==> config.mk <==
export PLATFORM = sky130hd
export DESIGN_NAME = l2_pulse_sched
export DESIGN_NICKNAME = d
export VERILOG_FILES = /design/src/rtl/l2_sched_pkg.sv /design/src/rtl/l2_rr_arb2.sv /design/src/rtl/l2_pulse_sched.sv
export SDC_FILE = /design/constraint.sdc
export NUM_CORES = 1
export LEC_CHECK = 0
export BUFFER_PORTS_ARGS = -buffer_cell sky130_fd_sc_hd__buf_2
export CAP_MARGIN = 25
export CORE_MARGIN = 4
export CORE_UTILIZATION = 45
export DETAILED_ROUTE_END_ITERATION = 8
export PLACE_DENSITY = 0.73
export SYNTH_ARGS = -nofsm -noshare
export SYNTH_HDL_FRONTEND = slang
export SYNTH_SLANG_ARGS = --single-unit
==> constraint.sdc <==
create_clock -name clk -period 2.2 [get_ports clk]
set_input_delay 0.22 -clock clk [delete_from_list [all_inputs] [get_ports clk]]
set_output_delay 0.22 -clock clk [all_outputs]
set_load 0.02 [all_outputs]
==> src/rtl/l2_sched_pkg.sv <==
`default_nettype none
// ============================================================================
// Module      : l2_sched_pkg
// Description : Shared types and defaults for the l2 pulse scheduler.
//               Holds the scheduler state encoding, default pulse timing,
//               and a small helper for sizing the phase counter.
// Revision    : 1.0 - initial release
// ============================================================================
package l2_sched_pkg;

  // Default pulse timing in clk cycles (100 ns high / 100 ns low at 20 ns clk)
  localparam int unsigned c_DEF_HIGH_CYC = 5;
  localparam int unsigned c_DEF_LOW_CYC  = 5;
  localparam int unsigned c_DEF_NW       = 4;

  typedef enum logic [1:0] {
    ST_IDLE = 2'd0,
    ST_HIGH = 2'd1,
    ST_LOW  = 2'd2,
    ST_DONE = 2'd3
  } sched_state_e;

  function automatic int unsigned max2(input int unsigned a, input int unsigned b);
    return (a > b) ? a : b;
  endfunction

endpackage
`default_nettype wire

==> src/rtl/l2_rr_arb2.sv <==
`default_nettype none
// ============================================================================
// Module      : l2_rr_arb2
// Description : Two-way round-robin arbiter. Grant is combinational and only
//               produced while en_i is high; the priority pointer advances
//               to the other requester whenever a grant is issued.
// Ports       : clk    - clock, rising edge
//               rst    - asynchronous active-low reset
//               req_i  - request vector [1:0]
//               en_i   - arbitration enable
//               gnt_o  - one-hot grant vector [1:0]
// Revision    : 1.0 - initial release
// ============================================================================
module l2_rr_arb2 (
  input  logic       clk,
  input  logic       rst,
  input  logic [1:0] req_i,
  input  logic       en_i,
  output logic [1:0] gnt_o
);

  // Preferred requester on a tie; 0 after reset so requester 0 wins first.
  logic ptr_q;

  always_comb begin
    gnt_o = 2'b00;
    if (en_i) begin
      case (req_i)
        2'b01:   gnt_o = 2'b01;
        2'b10:   gnt_o = 2'b10;
        2'b11:   gnt_o = ptr_q ? 2'b10 : 2'b01;
        default: gnt_o = 2'b00;
      endcase
    end
  end

  always_ff @(posedge clk or negedge rst) begin
    if (!rst) begin
      ptr_q <= 1'b0;
    end else if (en_i && (|req_i)) begin
      // Hand priority to whoever was not just served.
      ptr_q <= ~gnt_o[1];
    end
  end

endmodule
`default_nettype wire

==> src/rtl/l2_pulse_sched.sv <==
`default_nettype none
// ============================================================================
// Module      : l2_pulse_sched
// Description : Shares the l2 pulse-counting datapath between two requesters.
//               A round-robin arbiter grants one burst of N pulses at a time;
//               count_o carries the pulses to l2.count, and rising edges of
//               l2.cnt (cnt_i) are counted as acknowledgements.
// Ports       : clk, rst (async active-low)
//               req0/num0, req1/num1 - requests (level) and burst lengths
//               gnt0/gnt1            - 1-cycle grant pulses
//               done0/done1          - 1-cycle completion pulses
//               busy                 - grant cycle through done cycle
//               count_o              - pulse train to l2.count
//               cnt_i                - l2.cnt, synchronous to clk
//               ack_cnt              - saturating count of cnt_i rising edges
// Revision    : 1.0 - initial release
// ============================================================================
module l2_pulse_sched
  import l2_sched_pkg::*;
#(
  parameter int unsigned HIGH_CYC = c_DEF_HIGH_CYC,
  parameter int unsigned LOW_CYC  = c_DEF_LOW_CYC,
  parameter int unsigned NW       = c_DEF_NW
) (
  input  logic          clk,
  input  logic          rst,
  input  logic          req0,
  input  logic [NW-1:0] num0,
  input  logic          req1,
  input  logic [NW-1:0] num1,
  output logic          gnt0,
  output logic          gnt1,
  output logic          done0,
  output logic          done1,
  output logic          busy,
  output logic          count_o,
  input  logic          cnt_i,
  output logic [NW-1:0] ack_cnt
);

  localparam int unsigned MAXC = max2(HIGH_CYC, LOW_CYC);
  localparam int unsigned PW   = (MAXC > 1) ? $clog2(MAXC) : 1;
  localparam logic [PW-1:0] c_HIGH_LAST = PW'(HIGH_CYC - 1);
  localparam logic [PW-1:0] c_LOW_LAST  = PW'(LOW_CYC - 1);

  sched_state_e state_q, state_d;
  logic [PW-1:0] phase_q, phase_d;
  logic [NW-1:0] rem_q, rem_d;
  logic          id_q, id_d;
  logic          zero_q, zero_d;
  logic [NW-1:0] ack_q, ack_d;
  logic          cnt_q, cnt_prev_q;
  logic          gnt0_q, gnt1_q, done0_q, done1_q, busy_q, count_q;

  logic          w_arb_en;
  logic [1:0]    w_arb_gnt;
  logic          w_fire;
  logic          w_done_fire;
  logic          w_busy_d;
  logic          w_cnt_rise;

  assign w_arb_en = (state_q == ST_IDLE);

  l2_rr_arb2 u_arb (
    .clk   (clk),
    .rst   (rst),
    .req_i ({req1, req0}),
    .en_i  (w_arb_en),
    .gnt_o (w_arb_gnt)
  );

  assign w_fire = w_arb_en & (|w_arb_gnt);

  // Next-state logic
  always_comb begin
    state_d = state_q;
    phase_d = phase_q;
    rem_d   = rem_q;
    id_d    = id_q;
    zero_d  = zero_q;
    case (state_q)
      ST_IDLE: begin
        if (|w_arb_gnt) begin
          id_d    = w_arb_gnt[1];
          rem_d   = w_arb_gnt[1] ? num1 : num0;
          phase_d = '0;
          zero_d  = (rem_d == '0);
          state_d = zero_d ? ST_DONE : ST_HIGH;
        end
      end
      ST_HIGH: begin
        if (phase_q == c_HIGH_LAST) begin
          phase_d = '0;
          rem_d   = rem_q - NW'(1);
          state_d = ST_LOW;
        end else begin
          phase_d = phase_q + PW'(1);
        end
      end
      ST_LOW: begin
        if (phase_q == c_LOW_LAST) begin
          phase_d = '0;
          state_d = (rem_q != '0) ? ST_HIGH : ST_DONE;
        end else begin
          phase_d = phase_q + PW'(1);
        end
      end
      ST_DONE: begin
        state_d = ST_IDLE;
      end
      default: begin
        state_d = ST_IDLE;
      end
    endcase
  end

  // A zero-length burst enters DONE straight from IDLE, so its grant lands in
  // the DONE cycle; its done pulse is deferred one cycle so grant and done
  // remain distinct pulses. Normal bursts report done in the DONE cycle.
  assign w_done_fire = ((state_d == ST_DONE) && (state_q != ST_IDLE)) ||
                       ((state_q == ST_DONE) && zero_q);
  assign w_busy_d    = (state_d != ST_IDLE) || ((state_q == ST_DONE) && zero_q);

  // Acknowledge counting on registered cnt_i; edges are ignored while idle
  // so the last burst's count is held.
  assign w_cnt_rise = cnt_q & ~cnt_prev_q;

  always_comb begin
    ack_d = ack_q;
    if (w_fire) begin
      ack_d = '0;
    end else if (w_cnt_rise && (state_q != ST_IDLE) && (ack_q != '1)) begin
      ack_d = ack_q + NW'(1);
    end
  end

  always_ff @(posedge clk or negedge rst) begin
    if (!rst) begin
      state_q    <= ST_IDLE;
      phase_q    <= '0;
      rem_q      <= '0;
      id_q       <= 1'b0;
      zero_q     <= 1'b0;
      ack_q      <= '0;
      cnt_q      <= 1'b0;
      cnt_prev_q <= 1'b0;
      gnt0_q     <= 1'b0;
      gnt1_q     <= 1'b0;
      done0_q    <= 1'b0;
      done1_q    <= 1'b0;
      busy_q     <= 1'b0;
      count_q    <= 1'b0;
    end else begin
      state_q    <= state_d;
      phase_q    <= phase_d;
      rem_q      <= rem_d;
      id_q       <= id_d;
      zero_q     <= zero_d;
      ack_q      <= ack_d;
      cnt_q      <= cnt_i;
      cnt_prev_q <= cnt_q;
      gnt0_q     <= w_fire & w_arb_gnt[0];
      gnt1_q     <= w_fire & w_arb_gnt[1];
      done0_q    <= w_done_fire & ~id_q;
      done1_q    <= w_done_fire & id_q;
      busy_q     <= w_busy_d;
      count_q    <= (state_d == ST_HIGH);
    end
  end

  assign gnt0    = gnt0_q;
  assign gnt1    = gnt1_q;
  assign done0   = done0_q;
  assign done1   = done1_q;
  assign busy    = busy_q;
  assign count_o = count_q;
  assign ack_cnt = ack_q;

endmodule
`default_nettype wire

==> qor.yml, run 1 <==
sta:
  grt_setup_unrepaired: "no"
  tightestPinTransition_ns: 0.521
  slew_headroom_pct: 65.2
  fin_worst_skew_ns: 0.00476
  setup_ws_ns: 0.209
  setup_violations: 0
  clock.fmax_mhz: 502
  fin_setup_tns_ns: 0
  final_max_slew_viol_count: 0
  fin_crit_ns: 1.99
  hold_viol: 0
  post-route-period-util_pct: 90.5
hold_path:
  hp-class: "in -> reg"
synth:
  seq_area_frac_synth_pct: 44.0
  synthFlopType: "dfrtp_1"
  syn_avg_cell_area_sq_um: 9.60
  synthCells: 142
  yosys_warnings: 0
  syn_area_sq_mm: 0.00136
  syn-num-nets: 164
  synth_edf_count: 0
  async_reset_ff_share_pct: 100
  ys_top_cells_by_area: "dfrtp_1 44%, ha_1 8.3%, nand2_1 5.2%, inv_1 3.3%, nand3_1 2.6%"
  yosys.area.top_type: "dfrtp_1"
  synthDistinctLibCells: 44
  ys_ff_latch: 24
  synth_top_area_share_pct: 44.0
grt:
  first_global_vias: 1171
  grt_max_degree: 25
  grt.overflow.total: 0
  grt_pass1_wl_mm: 5.00
  grt_usage_pct: 15.6
  antenna_found_initial: 0
cells_and_area:
  synthToLayoutAreaGrowth_pct: 15.9
  fin_util_pct: 55.9
  post-route-cell-area_sq_mm: 0.00158
  mostFrequentLayoutCells: "24 x dfrtp_1, 22 x buf_2, 19 x nand2_1, 12 x inv_1"
  finalNonFillerCells: 200
  final_common_cell: "dfrtp_1"
  antenna_cells: 0
  drive_gt1_share_pct: 20.7
  finalNetCount: 192
critical_path:
  crit_family: "compound AO/OA/AOI/OAI gates"
  start_kind: "flip-flop"
  critPathCaptureType: "flip-flop"
  crit_path_max_incr_delay_ns: 0.44
  worstSetupPathType: "reg -> reg"
  path_max_fanout: 10
  path_buf_inv: 2
  crit_chain: "inv_1, ha_1, buf_4, o21bai_1, o21ai_1, a22oi_2, nor3b_1"
  arrival_ns: 2.23
  critPathSlowestCell: "dfrtp_1"
  critical_path_required_ns: 2.44
run:
  cap_violations: 0
route:
  dr.pass1.iters: 4
  drcViolationCount: 0
  wire_per_inst_um: 14.3
  postRouteAntennaNets: 0
  viasPerCell: 5.71
  finalWirelength_mm: 2.85
  drtIter0Drc: 86
  vias: 1142
floorplanning:
  io_pins: 23
  row_count: 19
  die_w_um: 63.1
  design.die.area_sq_mm: 0.00398
  die_y_um: 63.1
  fp.coreArea_sq_mm: 0.00283
  initial_utilization_pct: 48.2
placement:
  dp_hpwl_mm: 2.22
  dp_cells: 194
  gp_congestion: 0.855
  place_ws_ns: 0.217
  place_area_sq_mm: 0.00151
  port_buffers: 22
clock_network:
  cts.sinks: 24
  cts_made_buffers: 3
  cts_tree: "yes"
  clock_path_buffers: 2
  root_buffer: "clkbuf_4"
  clock_latency_ns: 0.32
  post-cts-setup-buffers: 0
  cts-htree-levels: 1
  clk_pin_slew_ns: 0.14
status:
  status: "finished, final reports clean"
power_and_ir_drop:
  leakage_nw: 0.786
  p_per_area_mw_per_mm2: 1350
  vdd_ir_drop_max_mv: 0.610
[timing repair]
item / 4_1_cts / 5_1_grt
endpoints found under the hold margin: 25 / 0
resized for setup: 0 / 0
hold buffers: 2 / 0
[path summary, 6_finish.rpt]
check                      slack, ns    endpoint       start  cells past startpoint
max in group asynchronous       1.46       done0         rst                      2
hold / removal                  0.21        gnt0        req0                      2
hold reg to reg                 0.41  cnt_prev_q       cnt_q                      0
min in group asynchronous       0.39    rem_q[0]         rst                      2
setup / recovery                0.21     count_o  state_q[0]                      7
setup reg to reg                0.21     count_o  state_q[0]                      7
[registers in the layout, summed over array words and instances, names as in the netlist, 2 cells and up]
register / count
rem_q: 4
phase_q: 3
ack_cnt: 4
state_q: 2
[stage by stage]
stage	hold slack, ns	power, mW
after floorplan	-0.0756	1.53
after CTS	0.206	2.15
final	0.212	2.14
after global routing	0.200	2.33
after detailed placement	0.232	1.82
after global placement	0.227	1.78
[logic make-up (layout without fill, tap and decap cells)]
kind of cell    Yosys count  in the layout  synth area share (%)
compound gates           35             35                  19.5
xor+xnor                  3              3                  1.93
fa+ha+maj                 9              9                  8.26
buf+inv                  15             42                  4.77
flops                    24             24                  44.0
simple gates             56             56                  21.6
[where the power goes]
| part | switching, mW | total [mW] | internal [mW] |
|---|---|---|---|
| clock network | 0.140 | 0.324 | 0.184 |
| registers | 0.126 | 0.720 | 0.594 |
| logic | 0.637 | 1.09 | 0.457 |
| total | 0.903 | 2.14 | 1.24 |
[Yosys cell counts, types with 3 or more instances]
master and instances:
o21ai_1 4, inv_1 12, nand3_1 7, and3_1 5, xor2_1 3, a32o_1 3, dfrtp_1 24, nand2_1 19
o22ai_1 3, a21oi_1 6, ha_1 9, nor2b_1 3, nor2_1 9
[cell type report]
cell class	count	area [sq um]
timing repair buffer	26	145
sequential	24	601
clock inverter	1	30.0
inverter	12	45.0
clock buffer	3	22.5
multi-input combinational	103	698
tap	31	38.8
fill	266	1250
[per-layer routing]
layer,global-route usage [%],share of wire [%]
met1,19.3,46
met2,26.7,48
met3,3.73,5.6
met4,4.68,0.95
met5,0,0
[worst reg2reg max path, delay by kind of cell (launching register included)]
kind	cells	cell delay [ns]
buffers and inverters	2	0.33
flip-flops	1	0.44
AO/OA/AOI/OAI	3	0.57
adder cells (fa/ha/maj)	1	0.32
AND/OR/NAND/NOR	1	0.26
(Power assumes the default switching activity.)
==> inputs of run 2 (changes only) <==
--- a/config.mk
+++ b/config.mk
@@ -13,4 +13,5 @@
 export PLACE_DENSITY = 0.73
 export SYNTH_ARGS = -nofsm -noshare
 export SYNTH_HDL_FRONTEND = slang
+export SYNTH_HIERARCHICAL = 1
 export SYNTH_SLANG_ARGS = --single-unit
==> run 2 against run 1 <==
  * Sequential share of layout area down 0.30 points
  * Cell area up 0.79%
  * First-iteration DRC count down 33%
  * Utilization up 1.9 points
  * Synthesized cell count down 5.6%
  * Area after synthesis down 4.7%
  * Sequential cell count unchanged
  * Fmax down 2.5%
  * Critical path depth up 1
  * Clock skew down 0.0014 ns
  * Largest power group unchanged
==> qor.yml, run 2 <==
critical_path:
  critical_path_required_ns: 2.46
  reg2reg_depth: 8
  crit_chain: "inv_1, ha_1, nand2_1, a21oi_2, or4b_1, o22a_1, o2111ai_2, nand3b_1"
  start_kind: "flip-flop"
  timing.rr.end: "busy"
  critPathCaptureType: "flip-flop"
  path_max_fanout: 4
  rrSetupSlack_ns: 0.16
  arrival_ns: 2.30
  crit_path_max_incr_delay_ns: 0.47
  timing.rr.start: "state_q[1]"
  startpoint: "state_q[1]"
  worstSetupPathType: "reg -> reg"
  critPathSlowestCell: "or4b_1"
synth:
  syn-num-nets: 156
  yosysMostFrequentCell: "dfrtp_1"
  yosys.area.top_type: "dfrtp_1"
  synthDistinctLibCells: 37
  async_reset_ff_share_pct: 100
  ys_ff_latch: 24
  ys_top_cells_by_area: "dfrtp_1 46%, ha_1 8.7%, nand2_1 4.6%, inv_1 3.2%, a21oi_1 3.1%"
  synth_commonest_cells: "24 x dfrtp_1, 16 x nand2_1, 11 x inv_1"
  synth_top_area_share_pct: 46.2
  seq_area_frac_synth_pct: 46.2
  syn_avg_cell_area_sq_um: 9.70
  syn_area_sq_mm: 0.00130
  synthFlopType: "dfrtp_1"
  synthCells: 134
  synth_edf_count: 0
  yosys_warnings: 6
grt:
  first_global_vias: 1013
  grt_max_degree: 25
  grt_pass1_wl_mm: 4.44
  grt_usage_pct: 15.8
  antenna_found_initial: 0
  grt.overflow.total: 0
run:
  cap_violations: 0
cells_and_area:
  synthToLayoutAreaGrowth_pct: 22.5
  nFillCells: 243
  antenna_cells: 0
  drive_gt1_share_pct: 25.4
  finalNonFillerCells: 200
  mostFrequentLayoutCells: "24 x dfrtp_1, 22 x buf_2, 16 x nand2_1, 11 x inv_1"
  finalNetCount: 192
  multiInputGateArea_sq_um: 662
  regArea_sq_um: 601
  final_common_cell: "dfrtp_1"
route:
  finalWirelength_mm: 2.74
  drcViolationCount: 0
  wire_per_inst_um: 13.7
  vias: 1076
  drtIter0Drc: 58
  viasPerCell: 5.38
  postRouteAntennaNets: 0
  dr.pass1.iters: 4
power_and_ir_drop:
  seq_power_share_pct: 33.4
  fin_total_pwr_mw: 2.07
  combPwrFrac_pct: 51.2
  power.switching_uw: 844
  leakage_nw: 0.792
  vdd_ir_drop_max_mv: 0.854
  p_int_mw: 1.23
  swShare_pct: 40.7
  clockPowerShare_pct: 15.4
  p_per_area_mw_per_mm2: 1300
hold_path:
  min_to: "u_arb/ptr_q"
  hold_start: "req0"
  min_path_cells: 3
  hp-class: "in -> reg"
floorplanning:
  design.die.area_sq_mm: 0.00381
  io_pins: 23
  fp.coreArea_sq_mm: 0.00276
  initial_utilization_pct: 47.1
  row_count: 19
  die_w_um: 61.8
  die_y_um: 61.8
sta:
  hold_viol: 0
  tightestPinTransition_ns: 0.542
  slew_headroom_pct: 63.9
  hold-worst-slack_ns: 0.218
  final_max_slew_viol_count: 0
  setup_violations: 0
  setup_ws_ns: 0.158
  post-route-period-util_pct: 92.8
  fin_crit_ns: 2.04
  fin_worst_skew_ns: 0.00336
  fin_setup_tns_ns: 0
  grt_setup_unrepaired: "no"
  clock.fmax_mhz: 490
placement:
  gp_congestion: 0.845
  port_buffers: 22
  place_ws_ns: 0.102
  dp_hpwl_mm: 2.12
  dp_cells: 194
clock_network:
  clk_pin_slew_ns: 0.13
  clock_path_buffers: 2
  clock_latency_ns: 0.31
  cts_made_buffers: 3
  cts-htree-levels: 1
  root_buffer: "clkbuf_4"
  cts_tree: "yes"
  cts.sinks: 24
status:
  status: "finished, final reports clean"
## run 2: power by group through the flow
stage	registers [mW]	logic, mW	clock network, mW
6_report	0.693	1.06	0.318
3_3_place_gp	0.693	1.01	0
2_1_floorplan	0.754	0.644	0
3_5_place_dp	0.700	1.04	0
5_1_grt	0.715	1.20	0.346
4_1_cts	0.690	1.05	0.331
## run 2: worst max-delay path: cells and delay by family (launching register included)
family | cells | cell delay [ns]
flops | 1 | 0.40
fa+ha+maj | 1 | 0.20
compound gates | 3 | 0.61
simple gates | 3 | 0.69
buf+inv | 1 | 0.09
## run 2: logic make-up (layout without fill, tap and decap cells)
| kind of cell | count (synthesis) | after routing | share of synthesized area, % |
|---|---|---|---|
| simple gates | 48 | 48 | 19.3 |
| compound gates | 34 | 34 | 17.6 |
| flops | 24 | 24 | 46.2 |
| buf+inv | 13 | 48 | 3.75 |
| fa+ha+maj | 9 | 9 | 8.66 |
| xor+xnor | 3 | 3 | 2.02 |
| mux | 3 | 3 | 2.50 |
## run 2: what timing repair did
item                       4_1_cts  5_1_grt
hold buffers                     2        0
hold endpoints to repair        25        0
gates resized for setup          0        3
setup endpoints to repair        0        6
setup buffers                    0        0
## run 2: area by class of cell
class | count | area share [%]
clock buffer | 3 | 1.41
tap | 31 | 2.44
timing repair buffer | 33 | 12.4
clock inverter | 1 | 1.89
inverter | 11 | 2.59
multi-input combinational | 97 | 41.6
sequential | 24 | 37.7
## run 2: layer usage
metal / share of wire (%) / GRT usage, %
met5: 0 / 0
met3: 3.6 / 2.48
met2: 50 / 27.4
met4: 1.6 / 6.36
met1: 44 / 19.6
## run 2: worst max path at each step
| stage | endpoint | slack, ns | cells past startpoint |
|---|---|---|---|
| finish | busy | 0.16 | 8 |
| global route | busy | 0.05 | 8 |
| detailed placement | busy | 0.10 | 8 |
| global placement | busy | 0.24 | 8 |
| CTS | busy | 0.09 | 8 |
| floorplan | rem_q[1] | 0.15 | 8 |
## run 2: stage by stage
stage | util (%) | cell area, sq um
6_report | 57.8 | 1590
5_1_grt | 57.8 | 1590
3_3_place_gp | 54.7 | 1510
3_5_place_dp | 54.7 | 1510
2_1_floorplan | - | 1300
4_1_cts | 57.4 | 1580
==> inputs of run 3 (changes only) <==
--- a/config.mk
+++ b/config.mk
@@ -8,10 +8,11 @@
 export BUFFER_PORTS_ARGS = -buffer_cell sky130_fd_sc_hd__buf_2
 export CAP_MARGIN = 25
 export CORE_MARGIN = 4
-export CORE_UTILIZATION = 45
+export CORE_UTILIZATION = 54
 export DETAILED_ROUTE_END_ITERATION = 8
-export PLACE_DENSITY = 0.73
+export PLACE_DENSITY = 0.77
 export SYNTH_ARGS = -nofsm -noshare
 export SYNTH_HDL_FRONTEND = slang
 export SYNTH_HIERARCHICAL = 1
 export SYNTH_SLANG_ARGS = --single-unit
+export TNS_END_PERCENT = 20
==> run 3 against run 2 <==
  * Cell count decreased by 3.0%
  * Clock skew is 0.0012 ns lower
  * Clock power shrank 27%
  * Highest routed layer unchanged
  * Largest cell class unchanged
==> qor.yml, run 3 (same netlist as run 2, synthesis figures left out) <==
power_and_ir_drop:
  fin_total_pwr_mw: 1.97
  p_per_area_mw_per_mm2: 1270
  leakage_nw: 0.771
  vdd_ir_drop_max_mv: 0.805
clock_network:
  clock_latency_ns: 0.31
  clk_pin_slew_ns: 0.13
  clock_path_buffers: 2
  cts_made_buffers: 3
  cts-htree-levels: 1
  root_buffer: "clkbuf_4"
  cts_tree: "yes"
  post-cts-setup-buffers: 0
  cts.sinks: 24
cells_and_area:
  fin_util_pct: 69.1
  drive_gt1_share_pct: 24.1
  antenna_cells: 0
  post-route-cell-area_sq_mm: 0.00156
  synthToLayoutAreaGrowth_pct: 19.8
  finalNonFillerCells: 194
  final_common_cell: "dfrtp_1"
  finalNetCount: 189
  mostFrequentLayoutCells: "24 x dfrtp_1, 22 x buf_2, 16 x nand2_1, 11 x inv_1, 9 x ha_1"
route:
  vias: 1071
  drtIter0Drc: 36
  postRouteAntennaNets: 0
  wire_per_inst_um: 13.6
  viasPerCell: 5.52
  drcViolationCount: 0
  dr.pass1.iters: 4
  finalWirelength_mm: 2.63
critical_path:
  start_kind: "flip-flop"
  worstSetupPathType: "reg -> reg"
  rrSetupSlack_ns: 0.12
  timing.rr.end: "busy"
  arrival_ns: 2.29
  critPathCaptureType: "flip-flop"
  path_max_fanout: 12
  reg2reg_depth: 9
  critical_path_required_ns: 2.41
  timing.rr.start: "state_q[1]"
sta:
  hold-worst-slack_ns: 0.259
  fin_setup_tns_ns: 0
  final_max_slew_viol_count: 0
  fin_crit_ns: 2.08
  tightestPinTransition_ns: 0.507
  setup_violations: 0
  hold_viol: 0
  fin_worst_skew_ns: 0.00216
  clock.fmax_mhz: 480
  setup_ws_ns: 0.115
  slew_headroom_pct: 66.2
  post-route-period-util_pct: 94.8
status:
  status: "finished, final reports clean"
grt:
  grt.overflow.total: 0
  grt_pass1_wl_mm: 4.56
  first_global_vias: 1075
  antenna_found_initial: 0
  grt_usage_pct: 17.5
  grt_max_degree: 25
hold_path:
  hp-class: "in -> reg"
  min_to: "u_arb/ptr_q"
  min_path_cells: 3
  hold_start: "req0"
floorplanning:
  die_y_um: 57.1
  fp.coreArea_sq_mm: 0.00225
  row_count: 17
  design.die.area_sq_mm: 0.00326
  die_w_um: 57.1
  initial_utilization_pct: 57.7
  io_pins: 23
placement:
  dp_hpwl_mm: 2.05
  port_buffers: 22
  place_area_sq_mm: 0.00148
  gp_congestion: 0.800
  dp_cells: 188
  place_ws_ns: 0.00771
run:
  cap_violations: 0
run 3: cell types whose count changed in the layout (fill, tap and decap cells not counted), sizes merged:
cell / before / now
buf: 31 / 28
bufinv: 1 / 0
clkbuf: 3 / 4
run 3: what timing repair did:
action                     4_1_cts  5_1_grt
setup endpoints to repair        2        5
hold buffers                     2        0
hold endpoints to repair        25        0
cloned                           0        0
resized for setup                1        3
run 3: metal layers:
metal  GRT usage, %  routed length, um  vias to the layer above
met4           7.62                 31                        0
met1           20.3               1130                      519
met5              0                  0                        -
met3           3.85                 88                        4
li1               -                  -                      532
met2           30.8               1380                       16
run 3: area by class of cell:
type	instances	area, sq um
fillers	176	697
well taps	28	35.0
clock buffers	4	36.3
multi-input cells	97	669
inverters	11	41.3
repair buffers	30	175
flip-flops and latches	24	601
run 3: worst max-delay path: stages, from the launching register on:
cell,delay (ns)
dfrtp_1,0.47
inv_1,0.09
ha_1,0.20
buf_4,0.18
nand2_1,0.16
a21oi_4,0.07
o21ai_1,0.28
buf_4,0.20
o2111ai_2,0.14
nand3b_1,0.19
run 3: worst max-delay path by stage:
stage / from / endpoint / slack [ns] / depth (start not counted)
4_1_cts: state_q[1] / busy / 0.08 / 8
2_1_floorplan: state_q[1] / rem_q[1] / 0.15 / 8
3_5_place_dp: state_q[1] / rem_q[3] / 0.008 / 9
5_1_grt: state_q[1] / busy / -0.01 / 9
3_3_place_gp: state_q[1] / busy / 0.16 / 8
6_report: state_q[1] / busy / 0.12 / 9
run 3: power breakdown:
group | switching [mW] | total [mW] | internal (mW)
registers | 0.119 | 0.711 | 0.593
logic | 0.599 | 1.03 | 0.431
clock network | 0.130 | 0.231 | 0.101
total | 0.848 | 1.97 | 1.12
